[src/rtl/div_unit.sv]
// Sequential 32-bit restoring divider for RV32M DIV/DIVU/REM/REMU.
// One 33-bit trial subtraction per cycle; divide-by-zero and signed overflow resolve in one cycle.
module div_unit (
  input  logic        i_clk,
  input  logic        i_rst,
  input  logic        i_start,
  input  logic [1:0]  i_op,
  input  logic [31:0] i_A,
  input  logic [31:0] i_B,
  output logic [31:0] result,
  output logic        busy,
  output logic        done
);

  typedef enum logic [1:0] {
    S_IDLE = 2'd0,
    S_CALC = 2'd1,
    S_DONE = 2'd2
  } state_t;

  state_t      state_reg, state_next;
  logic [4:0]  cnt_reg, cnt_next;
  // Partial remainder; its 33rd bit is always zero between iterations, so only 32 bits are stored.
  logic [31:0] rem_reg, rem_next;
  // Dividend bits shift out of the top while quotient bits shift in at the bottom.
  logic [31:0] quo_reg, quo_next;
  logic [31:0] dvs_reg, dvs_next;
  logic        op_rem_reg, op_rem_next;
  logic        q_neg_reg, q_neg_next;
  logic        r_neg_reg, r_neg_next;
  logic [31:0] result_reg, result_next;

  // Operand preparation at accept time
  logic        is_signed;
  logic        a_neg, b_neg;
  logic [31:0] abs_a, abs_b;
  logic        div_zero, sgn_ovf;

  assign is_signed = ~i_op[0];
  assign a_neg     = is_signed & i_A[31];
  assign b_neg     = is_signed & i_B[31];
  assign abs_a     = a_neg ? (~i_A + 32'd1) : i_A;
  assign abs_b     = b_neg ? (~i_B + 32'd1) : i_B;
  assign div_zero  = (i_B == 32'd0);
  assign sgn_ovf   = is_signed && (i_A == 32'h8000_0000) && (i_B == 32'hFFFF_FFFF);

  // One restoring iteration
  logic [32:0] shifted;
  logic [32:0] trial;
  logic        q_bit;
  logic [31:0] iter_rem;
  logic [31:0] iter_quo;
  logic [31:0] fix_quo;
  logic [31:0] fix_rem;

  assign shifted  = {rem_reg, quo_reg[31]};
  assign trial    = shifted - {1'b0, dvs_reg};
  assign q_bit    = ~trial[32];
  assign iter_rem = q_bit ? trial[31:0] : shifted[31:0];
  assign iter_quo = {quo_reg[30:0], q_bit};
  assign fix_quo  = q_neg_reg ? (~iter_quo + 32'd1) : iter_quo;
  assign fix_rem  = r_neg_reg ? (~iter_rem + 32'd1) : iter_rem;

  always_ff @(posedge i_clk) begin
    if (i_rst) begin
      state_reg  <= S_IDLE;
      cnt_reg    <= 5'd0;
      rem_reg    <= 32'd0;
      quo_reg    <= 32'd0;
      dvs_reg    <= 32'd0;
      op_rem_reg <= 1'b0;
      q_neg_reg  <= 1'b0;
      r_neg_reg  <= 1'b0;
      result_reg <= 32'd0;
    end else begin
      state_reg  <= state_next;
      cnt_reg    <= cnt_next;
      rem_reg    <= rem_next;
      quo_reg    <= quo_next;
      dvs_reg    <= dvs_next;
      op_rem_reg <= op_rem_next;
      q_neg_reg  <= q_neg_next;
      r_neg_reg  <= r_neg_next;
      result_reg <= result_next;
    end
  end

  always_comb begin
    state_next  = state_reg;
    cnt_next    = cnt_reg;
    rem_next    = rem_reg;
    quo_next    = quo_reg;
    dvs_next    = dvs_reg;
    op_rem_next = op_rem_reg;
    q_neg_next  = q_neg_reg;
    r_neg_next  = r_neg_reg;
    result_next = result_reg;

    case (state_reg)
      S_IDLE, S_DONE: begin
        state_next = S_IDLE;
        if (i_start) begin
          op_rem_next = i_op[1];
          q_neg_next  = a_neg ^ b_neg;
          r_neg_next  = a_neg;
          quo_next    = abs_a;
          dvs_next    = abs_b;
          rem_next    = 32'd0;
          cnt_next    = 5'd0;
          if (div_zero) begin
            result_next = i_op[1] ? i_A : 32'hFFFF_FFFF;
            state_next  = S_DONE;
          end else if (sgn_ovf) begin
            result_next = i_op[1] ? 32'd0 : 32'h8000_0000;
            state_next  = S_DONE;
          end else begin
            state_next  = S_CALC;
          end
        end
      end
      S_CALC: begin
        rem_next = iter_rem;
        quo_next = iter_quo;
        cnt_next = cnt_reg + 5'd1;
        if (cnt_reg == 5'd31) begin
          result_next = op_rem_reg ? fix_rem : fix_quo;
          state_next  = S_DONE;
        end
      end
      default: state_next = S_IDLE;
    endcase
  end

  assign result = result_reg;
  assign busy   = (state_reg == S_CALC);
  assign done   = (state_reg == S_DONE);

endmodule

[config.mk]
export PLATFORM = sky130hd
export DESIGN_NAME = div_unit
export DESIGN_NICKNAME = d
export VERILOG_FILES = /design/src/rtl/div_unit.sv
export SDC_FILE = /design/constraint.sdc
export NUM_CORES = 1
export LEC_CHECK = 0
export CAP_MARGIN = 20
export CORE_ASPECT_RATIO = 0.6
export CORE_MARGIN = 4
export CORE_UTILIZATION = 47
export DETAILED_ROUTE_END_ITERATION = 10
export DONT_BUFFER_PORTS = 1
export GPL_ROUTABILITY_DRIVEN = 1
export GPL_TIMING_DRIVEN = 0
export PLACE_DENSITY = 0.72
export REMOVE_ABC_BUFFERS = 1
export SYNTH_ARGS = -nofsm -noshare
export SYNTH_HDL_FRONTEND = slang
export SYNTH_SLANG_ARGS = --single-unit
[constraint.sdc]
create_clock -name i_clk -period 4.2 [get_ports i_clk]
set_input_delay 0.21 -clock i_clk [delete_from_list [all_inputs] [get_ports i_clk]]
set_output_delay 0.21 -clock i_clk [all_outputs]
set_load 0.1 [all_outputs]
# Word-level counts from Yosys, hierarchy flattened
# Cells that the tools add are included.
[word_totals]
latchBits = 0
mem_bits_rw = 0
ff_bits = 138
inputBits = 69
word_cells = 65
mem_bits_ro = 0
out_inout_bits = 34
memories = 0
[classes]
n_reduce_logical = 9
n_bitwise = 9
shift = 0
multipliers = 0
n_eq_ne = 8
muxes = 24
n_div = 0
magnitude_cmp = 0
n_addsub = 6
[op_table]
columns = ["op", "n"]
rows = [
  ["2-to-1 mux 32 bit", 14],
  ["case mux 32 bit (2 select lines)", 3],
  ["adder 32 x 1 -> 32 bit, second input constant", 4],
  ["inverter 32 bit", 4],
  ["equality test 32 bit, second input constant", 2],
  ["subtractor 33 x 32 -> 33 bit", 1],
  ["zero test 32 bit", 1],
  ["case mux 5 bit (2 select lines)", 1],
  ["2-to-1 mux 2 bit", 4],
  ["adder 5 x 1 -> 5 bit, second input constant", 1],
  ["equality test 5 bit, second input constant", 1],
  ["2-to-1 mux 5 bit", 1],
  ["case mux 2 bit (2 select lines)", 1],
  ["AND reduction 2 bit", 2],
  ["AND reduction 4 bit", 1],
  ["!= test 3 bit, second input constant", 1],
  ["AND 1 bit", 2],
  ["equality test 2 x 1 -> 1 bit, second input constant", 1],
  ["equality test 2 bit, second input constant", 1],
  ["logical AND 1 bit", 2],
  ["zero test 2 bit", 1],
  ["!= test 2 x 1 -> 1 bit, second input constant", 1],
  ["!= test 2 bit, second input constant", 1],
  ["inverter 1 bit", 2],
  ["other kinds (3)", 3],
]

# Logic depth before layout (Yosys ltp)
# Gate-level depths: netlist of the first run.
[depth]
word_depth = 8
depth_mapped = 23

# Worst setup path before layout of the first run
# OpenSTA, ideal clock, no wires.
[synth_path]
path_type = "register to register"
from = "reg quo_reg[31]"
to = "reg result_reg[28] (netlist: result[28])"
t_arrival_ps = 4411
slack_ps = -280
t_required_ps = 4130
path_buffers = 3
path_stages_with_launch = 23
cell_sequence = "dfxtp_1 > inv_1 > ha_1 > inv_1 > fa_1 > a211oi_1 > o211ai_1 > nand3_2 > a21boi_2 > o211ai_4 > buf_2 > buf_2 > buf_2 > ha_1 > nand3_1 > nand2b_1 > nand2b_1 > or2_1 > o31ai_2 > xnor2_1 > o221ai_1 > a311oi_1 > a21boi_1"
[synth_between]
elab_chain_len = 8
word_cells_on_any_way = 12
cone_classes = "add/sub (3); mux (6); bitwise (3)"
[synth_rtl]
columns = ["item", "line", "source"]
rows = [
  ["start, declared", "26", "logic [31:0] quo_reg, quo_next;"],
  ["start signal, assigned", "79", "quo_reg <= quo_next;"],
  ["subtractor 33 x 32 -> 33 bit", "57", "assign trial = shifted - {1'b0, dvs_reg};"],
  ["2-to-1 mux 32 bit or inverter 1 bit (tied branches)", "59, 58", ""],
  ["inverter 32 bit (on tied branches)", "62, 61", ""],
  ["adder 32 x 1 -> 32 bit (on tied branches)", "62, 61", ""],
  ["2-to-1 mux 32 bit (on tied branches)", "62, 61", ""],
  ["2-to-1 mux 32 bit *", "126", "result_next = op_rem_reg ? fix_rem : fix_quo;"],
  ["2-to-1 mux 32 bit *", "125", "if (cnt_reg == 5'd31) begin"],
  ["case mux 32 bit (2 select lines) *", "99", "case (state_reg)"],
  ["end signal, assigned", "84", "result_reg <= result_next;"],
  ["end, declared", "31", "logic [31:0] result_reg, result_next;"],
]
# Mark *: on every way between the ends. The rest lies on a longest branch, timed or not. The select of a mux whose other input is x is not followed.
# A chain may end at the register's enable or synchronous reset.

# Worst setup path after layout of the first run
[layout_path]
from = "reg quo_reg[31]"
to = "reg result_reg[22] (netlist: result[22])"
# Same word-level chain as after synthesis.

==> results of run 1 <==
[where the power goes]
part | internal [W] | switching, W
clock | 0.000812 | 0.000664
combinational | 0.000795 | 0.00110
sequential | 0.00137 | 0.0000817
[worst reg2reg max path: cells and delay by family, from the launching register on]
kind            cells  cell delay [ns]
compound gates      7             1.31
xor+xnor            1             0.16
fa+ha+maj           3             0.64
buf+inv             6             0.66
flops               1             0.38
mux                 1             0.33
simple gates        4             0.79
[cell families (layout without fill, tap and decap cells)]
logic type               after synthesis  count (layout)
AO/OA/AOI/OAI                        513             513
adder cells (fa/ha/maj)               40              40
buffers and inverters                167             229
flip-flops                           138             138
multiplexers                          38              38
AND/OR/NAND/NOR                      544             544
XOR/XNOR                             121             121
[per-layer routing]
metal	up-vias	global-route usage, %	share of wire (%)
li1	5804	-	-
met1	6005	44.2	44
met2	737	40.3	41
met3	70	9.36	13
met4	0	5.83	1.6
met5	-	0	0
[layout make-up]
cell class / count / area, µm²
Clock inverter: 15 / 126
Timing Repair Buffer: 128 / 1410
Tap cell: 315 / 394
Sequential cell: 138 / 2770
Clock buffer: 17 / 425
Multi-Input combinational cell: 1256 / 8420
Inverter: 69 / 264
Fill cell: 2109 / 9710
[through the flow]
step                instances  setup slack [ns]
floorplan                1463             -2.35
global placement         1778             -7.99
detailed placement       1787             -1.32
CTS                      1923            -0.120
global route             1938            -0.320
finish                   1938            -0.187
[worst min path at each step]
stage	to	cells after the start
2_1_floorplan	cnt_reg[2]	1
3_3_place_gp	quo_reg[3]	1
3_5_place_dp	quo_reg[3]	1
4_1_cts	result[18]	2
5_1_grt	result[18]	2
6_report	dvs_reg[30]	2
[placed cells by master, fill, tap and decap left out, drive strengths merged, types with 7 or more instances in the layout]
master	netlist	final
nor2	191	191
a21oi	141	141
dfxtp	138	138
nand2	138	138
o21ai	100	100
dlygate4sd3	0	87
inv	68	70
xnor2	65	65
xor2	56	56
nor3	55	55
a22oi	47	47
ha	39	39
buf	34	39
a211oi	38	38
o211ai	25	25
nand3	24	24
mux2i	23	23
o31ai	23	23
nand4	22	22
or3	19	19
a21o	18	18
clkbuf	64	17
nor4	16	16
a311oi	15	15
a31oi	15	15
mux2	15	15
o21a	13	13
and2	10	10
nor2b	10	10
nand2b	10	10
clkinv	1	10
and3	9	9
o41ai	9	9
or4	8	8
nand3b	7	7
and4	7	7
o22ai	7	7
a2bb2oi	7	7
or2	7	7
a21boi	7	7
[what timing repair did]
action	CTS	global route
pin swaps	27	30
endpoints found under the setup margin	30	24
setup buffers	14	15
gates cloned	2	0
hold buffers	88	0
gates resized for setup	41	45
hold endpoints to repair	134	0
==> results.sh, run 1 <==
export IMPL_status="finished with violations"
export IMPL_failed_checks="negative setup slack"
export IMPL_cts_buffers=17
export IMPL_slowest_delay_ns=0.38
export IMPL_hold_path_startpoint="i_B[30]"
export IMPL_vdd_ir_drop_max_v=0.000334
export IMPL_dieArea_mm2=0.0270
export IMPL_async_flop_share_pct=0
export IMPL_critPathArrivalTime_ns=4.75
export IMPL_setup_slack_ns=-0.187
export IMPL_synth_distinct_cells=91
export IMPL_antenna_found_initial=0
export IMPL_cap_viol_max_count=0
export IMPL_relSlewSlack_pct=15.5
export IMPL_grt_pass1_wl_um=63400
export IMPL_clock_latency_ns=0.45
export IMPL_crit_cells=22
export IMPL_drive_gt1_share_pct=11.2
export IMPL_whs_ns=0.0102
export IMPL_finalWirelength_um=41200
export IMPL_rr_worst_depth=22
export IMPL_synth_compound_area_share_pct=30.2
export IMPL_clockBufferDepth=2
export IMPL_netlist_instances=1561
export IMPL_critPathLaunchType="register"
export IMPL_grt_overflow=0
export IMPL_htreeDepth=4
export IMPL_yosysWarnings=0
export IMPL_viasPerCell=6.51
export IMPL_min_path_type="in2reg"
export IMPL_track_usage_pct=29.2
export IMPL_synth_avg_cell_area_um2=7.34
export IMPL_drc=0
export IMPL_setup_viol=11
export IMPL_p_per_area_mw_per_mm2=349
export IMPL_synthMuxAreaShare_pct=3.52
export IMPL_finalWeightedCongestion=0.966
export IMPL_syn2layout_area_growth_pct=20.5
export IMPL_worstMarginPinSlew_ns=1.27
export IMPL_seq_area_frac_synth_pct=24.1
export IMPL_nets=1719
export IMPL_fin_worst_skew_ns=0.0128
export IMPL_initial_utilization_pct=48.7
export IMPL_clock_sinks=138
export IMPL_critPathTopFamily="compound AO/OA/AOI/OAI gates"
export IMPL_place_hpwl_um=28400
export IMPL_slowest_stage="dfxtp_4"
export IMPL_synth_simple_area_share_pct=22.6
export IMPL_cp_buffers_inverters=6
export IMPL_n_antenna_cell=0
export IMPL_end_kind="register"
export IMPL_synth_edf_count=0
export IMPL_synth_largest_area_cell="dfxtp_1"
export IMPL_r2r_start="quo_reg[31]"
export IMPL_drv_slew=0
export IMPL_placed_cell_area_mm2=0.0116
export IMPL_timing_critical_path_to="result[22]"
export IMPL_fmax_mhz=228
export IMPL_yosysMostFrequentCell="nor2_1"
export IMPL_core_mm2=0.0235
export IMPL_syn_area_mm2=0.0115
export IMPL_die_w_um=210
export IMPL_wl_per_cell_um=21.3
export IMPL_io_pins=103
export IMPL_cts_tree="yes"
export IMPL_min_period_over_period_pct=104
export IMPL_synthAdderAreaFrac_pct=4.43
export IMPL_p_leak_nw=5.37
export IMPL_dr_pass1_iters=6
export IMPL_rsz0062_at_grt="true"
export IMPL_fin_total_pwr_w=0.00482
export IMPL_hold_viol=0
export IMPL_io_buffers=0
export IMPL_synth_area_top_cells="dfxtp_1 (24%), nor2_1 (6.2%), a21oi_1 (6.2%)"
export IMPL_rrSetupSlack_ns=-0.19
export IMPL_cp_required_ns=4.56
export IMPL_clockRootBuffer="clkbuf_16"
export IMPL_cp_startpoint="quo_reg[31]"
export IMPL_synth_common_cells="nor2_1 (190), a21oi_1 (141), dfxtp_1 (138), nand2_1 (137), o21ai_0 (88)"
export IMPL_drt_iter0_drc=1593
export IMPL_vias=12616
export IMPL_grt_pass1_vias=11319
export IMPL_synthXorXnorAreaFrac_pct=9.25
export IMPL_postRouteAntennaNets=0
export IMPL_grt_max_degree=86
export IMPL_synth_seq_cells=138
export IMPL_layout_min_cycle_time_ns=4.39
export IMPL_design_area_mm2=0.0138
export IMPL_die_h_um=129
export IMPL_clk_pin_slew_worst_paths_ns=0.07
export IMPL_final_util_pct=58.7
export IMPL_crit_type="reg2reg"
export IMPL_synth_top_family_by_area="compound AO/OA/AOI/OAI gates"
export IMPL_cp_cell_sequence="inv_2 > ha_4 > inv_2 > fa_2 > a211oi_2 > o211ai_1 > nand3_2 > a21boi_2 > o211ai_4 > buf_12 > buf_16 > mux2_4 > inv_4 > ha_4 > nand2_4 > nor4_4 > a32oi_4 > buf_12 > o41ai_4 > xnor2_2 > a21oi_2 > nor3_1"
export IMPL_netlist_area_leader_share_pct=24.1
export IMPL_tns_ns=-1.35
export IMPL_path_max_fanout=7
export IMPL_synth_ff_type="dfxtp_1"
export IMPL_rr_endpoint="result[22]"
export IMPL_rows=43
Note: power is estimated with default switching activity, not from simulation.
==> inputs of run 2 (changes only) <==
- CORE_UTILIZATION: 47 -> 35
- PLACE_DENSITY: 0.72 -> 0.59
==> results.sh, run 2 (synthesized netlist as in run 1, its figures left out) <==
export IMPL_setup_viol=12
export IMPL_grt_pass1_wl_um=67100
export IMPL_drc=0
export IMPL_die_h_um=148
export IMPL_drt_iter0_drc=1448
export IMPL_n_antenna_cell=0
export IMPL_cp_buffers_inverters=7
export IMPL_critPathArrivalTime_ns=4.84
export IMPL_drv_slew=0
export IMPL_cts_buffers=17
export IMPL_wl_met3_um=4930
export IMPL_clock_latency_ns=0.45
export IMPL_core_mm2=0.0317
export IMPL_path_max_fanout=7
export IMPL_clk_pin_slew_worst_paths_ns=0.06
export IMPL_cp_cell_sequence="inv_2 > ha_4 > inv_2 > fa_2 > a211oi_4 > o211ai_1 > nand3_2 > buf_6 > a21boi_4 > o211ai_4 > buf_12 > buf_16 > mux2_4 > inv_2 > ha_4 > nand2_4 > nor4_4 > a32oi_4 > buf_6 > o41ai_2 > xnor2_1 > a21oi_2 > nor3_1"
export IMPL_viasPerCell=6.08
export IMPL_dp_cells=1889
export IMPL_dieArea_mm2=0.0358
export IMPL_grt_max_degree=88
export IMPL_regArea_mm2=0.00277
export IMPL_final_util_pct=44.2
export IMPL_wl_met2_um=17200
export IMPL_clock_sinks=138
export IMPL_cap_viol_max_count=0
export IMPL_setup_slack_ns=-0.265
export IMPL_hold_depth=2
export IMPL_cp_common_cell="inv_2"
export IMPL_track_usage_pct=23.6
export IMPL_end_kind="register"
export IMPL_holdPathEnd="dvs_reg[28]"
export IMPL_slowest_delay_ns=0.38
export IMPL_vdd_ir_drop_max_v=0.000315
export IMPL_grt_pass1_vias=11425
export IMPL_met1Wirelength_um=20600
export IMPL_grt_overflow=0
export IMPL_nets=1731
export IMPL_switching_share_pct=37.0
export IMPL_antenna_found_initial=0
export IMPL_fin_worst_skew_ns=0.00717
export IMPL_layout_min_cycle_time_ns=4.47
export IMPL_fmax_mhz=224
export IMPL_status="finished with violations"
export IMPL_rr_endpoint="result[22]"
export IMPL_tns_ns=-1.68
export IMPL_r2r_start="quo_reg[31]"
export IMPL_worstMarginPinSlew_ns=1.20
export IMPL_htreeDepth=4
export IMPL_syn2layout_area_growth_pct=22.5
export IMPL_wl_per_cell_um=21.2
export IMPL_multi_input_area_mm2=0.00837
export IMPL_critPathTopFamily="compound AO/OA/AOI/OAI gates"
export IMPL_relSlewSlack_pct=19.7
export IMPL_min_path_type="in2reg"
export IMPL_hold_viol=0
export IMPL_final_common_cell="nor2_1"
export IMPL_clockPowerShare_pct=33.6
export IMPL_min_period_over_period_pct=106
export IMPL_io_buffers=0
export IMPL_rr_worst_depth=23
export IMPL_p_comb_share_pct=37.4
export IMPL_rrSetupSlack_ns=-0.27
export IMPL_rows=50
export IMPL_internal_power_w=0.00315
export IMPL_critPathLaunchType="register"
export IMPL_place_hpwl_um=30400
export IMPL_layout_common_cells="nor2_1 (188), dfxtp_1 (137), nand2_1 (135), a21oi_1 (132), dlygate4sd3_1 (96)"
export IMPL_hold_path_startpoint="i_B[28]"
export IMPL_cts_tree="yes"
export IMPL_p_leak_nw=5.42
export IMPL_design_area_mm2=0.0140
export IMPL_io_pins=103
export IMPL_drive_gt1_share_pct=11.0
export IMPL_placed_cell_area_mm2=0.0118
export IMPL_initial_utilization_pct=36.1
export IMPL_postRouteAntennaNets=0
export IMPL_die_w_um=242
export IMPL_finalWirelength_um=43500
export IMPL_p_per_area_mw_per_mm2=356
export IMPL_top_layer_used="met4"
export IMPL_finalWeightedCongestion=0.946
export IMPL_clockRootBuffer="clkbuf_16"
export IMPL_final_cells=2051
export IMPL_power_switching_w=0.00185
export IMPL_dr_pass1_iters=5
export IMPL_failed_checks="negative setup slack"
export IMPL_rsz0062_at_grt="true"
export IMPL_cp_required_ns=4.58
export IMPL_clockBufferDepth=2
export IMPL_vias=12472
export IMPL_crit_type="reg2reg"
export IMPL_fill_cells=3156
export IMPL_p_seq_share_pct=29.0
export IMPL_slowest_stage="dfxtp_4"
[run 2: what timing repair did]
item | 4_1_cts | 5_1_grt
setup endpoints to repair | 30 | 30
setup buffers | 14 | 16
hold buffers | 97 | 0
pin swaps | 24 | 27
gates resized for setup | 39 | 35
gates cloned | 2 | 0
hold endpoints to repair | 136 | 0
[run 2: metal layers]
| layer | vias to the layer above | global-route usage [%] |
|---|---|---|
| met5 | - | 0 |
| met4 | 0 | 6.26 |
| met3 | 59 | 7.51 |
| met2 | 604 | 32.6 |
| met1 | 5972 | 35.1 |
| li1 | 5837 | - |
[run 2: worst max-delay path by stage]
stage | start | to | slack (ns) | cells past startpoint
after floorplan | state_reg[0] | quo_reg[0] | -2.35 | 4
after global placement | state_reg[0] | quo_reg[1] | -8.18 | 4
after detailed placement | quo_reg[31] | result[24] | -1.45 | 21
after CTS | quo_reg[31] | result[24] | -0.19 | 21
after global routing | quo_reg[31] | result[22] | -0.41 | 23
final | quo_reg[31] | result[22] | -0.27 | 23
[run 2: worst register-to-register path, stage by stage (launching register included)]
cell and delay (ns):
dfxtp_4 0.38, inv_2 0.07, ha_4 0.13, inv_2 0.03
fa_2 0.36, a211oi_4 0.24, o211ai_1 0.20, nand3_2 0.12
buf_6 0.15, a21boi_4 0.07, o211ai_4 0.26, buf_12 0.16
buf_16 0.12, mux2_4 0.31, inv_2 0.07, ha_4 0.14
nand2_4 0.05, nor4_4 0.36, a32oi_4 0.18, buf_6 0.21
o41ai_2 0.29, xnor2_1 0.21, a21oi_2 0.11, nor3_1 0.16
[run 2: through the flow]
| step | setup WS [ns] | total power (W) | hold slack, ns |
|---|---|---|---|
| final | -0.265 | 0.00500 | 0.00960 |
| after global routing | -0.414 | 0.00522 | 0.0133 |
| after CTS | -0.189 | 0.00484 | 0.00187 |
| after detailed placement | -1.45 | 0.00293 | 0.306 |
| after global placement | -8.18 | 0.00290 | 0.298 |
| after floorplan | -2.35 | 0.00255 | 0.279 |
[run 2: power by group through the flow]
stage | clock network (W) | logic, W | registers, W
CTS | 0.00170 | 0.00169 | 0.00145
finish | 0.00168 | 0.00187 | 0.00145
global route | 0.00175 | 0.00201 | 0.00146
detailed placement | 0 | 0.00146 | 0.00148
global placement | 0 | 0.00142 | 0.00148
floorplan | 0 | 0.00110 | 0.00145
[run 2: layout make-up]
class | instances | share of cell area [%]
clock inverters | 13 | 1.36
repair buffers | 140 | 10.6
clock buffers | 19 | 3.16
flip-flops and latches | 138 | 19.7
well taps | 416 | 3.71
multi-input cells | 1256 | 59.6
inverters | 69 | 1.86
==> inputs of run 3 (changes only) <==
- CELL_PAD_IN_SITES_DETAIL_PLACEMENT: default -> 0
- CELL_PAD_IN_SITES_GLOBAL_PLACEMENT: default -> 1
- CORE_UTILIZATION: 35 -> 43
- PLACE_DENSITY: 0.59 -> 0.85
==> results.sh, run 3 (synthesized netlist as in run 1, its figures left out) <==
export IMPL_slowest_stage="nor4b_4"
export IMPL_clk_pin_slew_worst_paths_ns=0.06
export IMPL_wl_per_cell_um=21.3
export IMPL_vias=12336
export IMPL_rrSetupSlack_ns=-0.22
export IMPL_p_leak_nw=5.33
export IMPL_layout_min_cycle_time_ns=4.42
export IMPL_tns_ns=-1.77
export IMPL_rr_worst_depth=21
export IMPL_min_path_type="in2reg"
export IMPL_finalWeightedCongestion=0.953
export IMPL_hold_depth=2
export IMPL_clockRootBuffer="clkbuf_16"
export IMPL_drt_iter0_drc=1462
export IMPL_rows=45
export IMPL_failed_checks="negative setup slack"
export IMPL_fin_total_pwr_w=0.00474
export IMPL_io_buffers=0
export IMPL_die_w_um=219
export IMPL_drv_slew=0
export IMPL_dr_pass1_iters=6
export IMPL_critPathTopFamily="simple AND/OR/NAND/NOR gates"
export IMPL_viasPerCell=6.27
export IMPL_cts_buffers=17
export IMPL_n_antenna_cell=0
export IMPL_crit_type="reg2reg"
export IMPL_cp_buffers_inverters=5
export IMPL_clockBufferDepth=2
export IMPL_min_period_over_period_pct=105
export IMPL_hold_viol=0
export IMPL_grt_pass1_wl_um=64900
export IMPL_slowest_delay_ns=0.43
export IMPL_layout_common_cells="nor2_1 (189), dfxtp_1 (136), nand2_1 (134), a21oi_1 (131), dlygate4sd3_1 (92)"
export IMPL_cp_cell_sequence="inv_2 > ha_4 > inv_2 > fa_2 > a211oi_4 > o211ai_1 > nand3_2 > a21boi_2 > o211ai_4 > buf_12 > buf_16 > mux2_4 > inv_2 > ha_4 > nand2_4 > nor4_4 > a32oi_4 > nor4b_4 > nand2_1 > mux2i_1 > a21boi_2"
export IMPL_clock_sinks=138
export IMPL_p_per_area_mw_per_mm2=344
export IMPL_cts_tree="yes"
export IMPL_track_usage_pct=28.0
export IMPL_nets=1715
export IMPL_io_pins=103
export IMPL_place_hpwl_um=29200
export IMPL_drc=0
export IMPL_vdd_ir_drop_max_v=0.000197
export IMPL_cap_viol_max_count=0
export IMPL_drive_gt1_share_pct=10.6
export IMPL_relSlewSlack_pct=15.6
export IMPL_grt_pass1_vias=11196
export IMPL_initial_utilization_pct=44.5
export IMPL_clock_latency_ns=0.45
export IMPL_setup_viol=11
export IMPL_path_max_fanout=8
export IMPL_cp_required_ns=4.54
export IMPL_rsz0062_at_grt="true"
export IMPL_htreeDepth=4
export IMPL_postRouteAntennaNets=0
export IMPL_cp_common_cell="inv_2"
export IMPL_final_common_cell="nor2_1"
export IMPL_fin_worst_skew_ns=0.00764
export IMPL_setup_slack_ns=-0.223
export IMPL_grt_overflow=0
export IMPL_die_h_um=134
export IMPL_finalWirelength_um=42000
export IMPL_grt_max_degree=85
export IMPL_status="finished with violations"
export IMPL_fmax_mhz=226
export IMPL_final_util_pct=53.6
export IMPL_crit_cells=21
export IMPL_critPathLaunchType="register"
export IMPL_core_mm2=0.0257
export IMPL_end_kind="register"
export IMPL_dieArea_mm2=0.0294
export IMPL_critPathArrivalTime_ns=4.76
export IMPL_worstMarginPinSlew_ns=1.26
export IMPL_syn2layout_area_growth_pct=20.5
export IMPL_antenna_found_initial=0
## run 3: changes by cell type in the layout (fill, tap and decap cells not counted), sizes merged
cell / before / now
clkbuf: 19 / 21
buf: 42 / 30
bufinv: 4 / 1
clkinvlp: 6 / 3
clkinv: 2 / 5
inv: 70 / 68
dlygate4sd3: 96 / 92
## run 3: timing repair
action	CTS	global route
pin swaps	33	31
gates resized for setup	41	42
hold buffers	93	0
gates cloned	2	0
setup endpoints to repair	30	23
setup buffers	13	6
endpoints found under the hold margin	136	0
## run 3: stage by stage
stage	instances	hold WS, ns	setup slack (ns)	cell area [µm²]
finish	1968	0.0136	-0.223	13800
global route	1968	0.0234	-0.398	13800
CTS	1962	0.00405	-0.104	13500
detailed placement	1825	0.302	-1.41	11700
global placement	1815	0.296	-8.33	11500
floorplan	1463	0.279	-2.35	11000
## run 3: final timing paths
kind               startpoint     endpoint
setup / recovery  quo_reg[31]   result[28]
hold / removal        i_B[27]  dvs_reg[27]
setup reg to reg  quo_reg[31]   result[28]
hold reg to reg   dvs_reg[26]  dvs_reg[26]
## run 3: layout make-up
cell class / count / area (µm²)
clock buffer: 21 / 470
clock inverter: 8 / 72.6
fill: 2480 / 11900
inverter: 69 / 262
multi-input combinational: 1256 / 8420
sequential: 138 / 2770
tap: 352 / 440
timing repair buffer: 124 / 1370
## run 3: per-layer routing
layer / track usage (%) / share of wire, %
met3: 6.86 / 10
met5: 0 / 0
met2: 38.2 / 40
met1: 43.9 / 49
met4: 5.54 / 1.3
## run 3: power breakdown
group	total (W)	internal, W	switching, W
clock network	0.00147	0.000845	0.000622
registers	0.00145	0.00137	0.0000761
logic	0.00183	0.000741	0.00109
total	0.00474	0.00296	0.00178
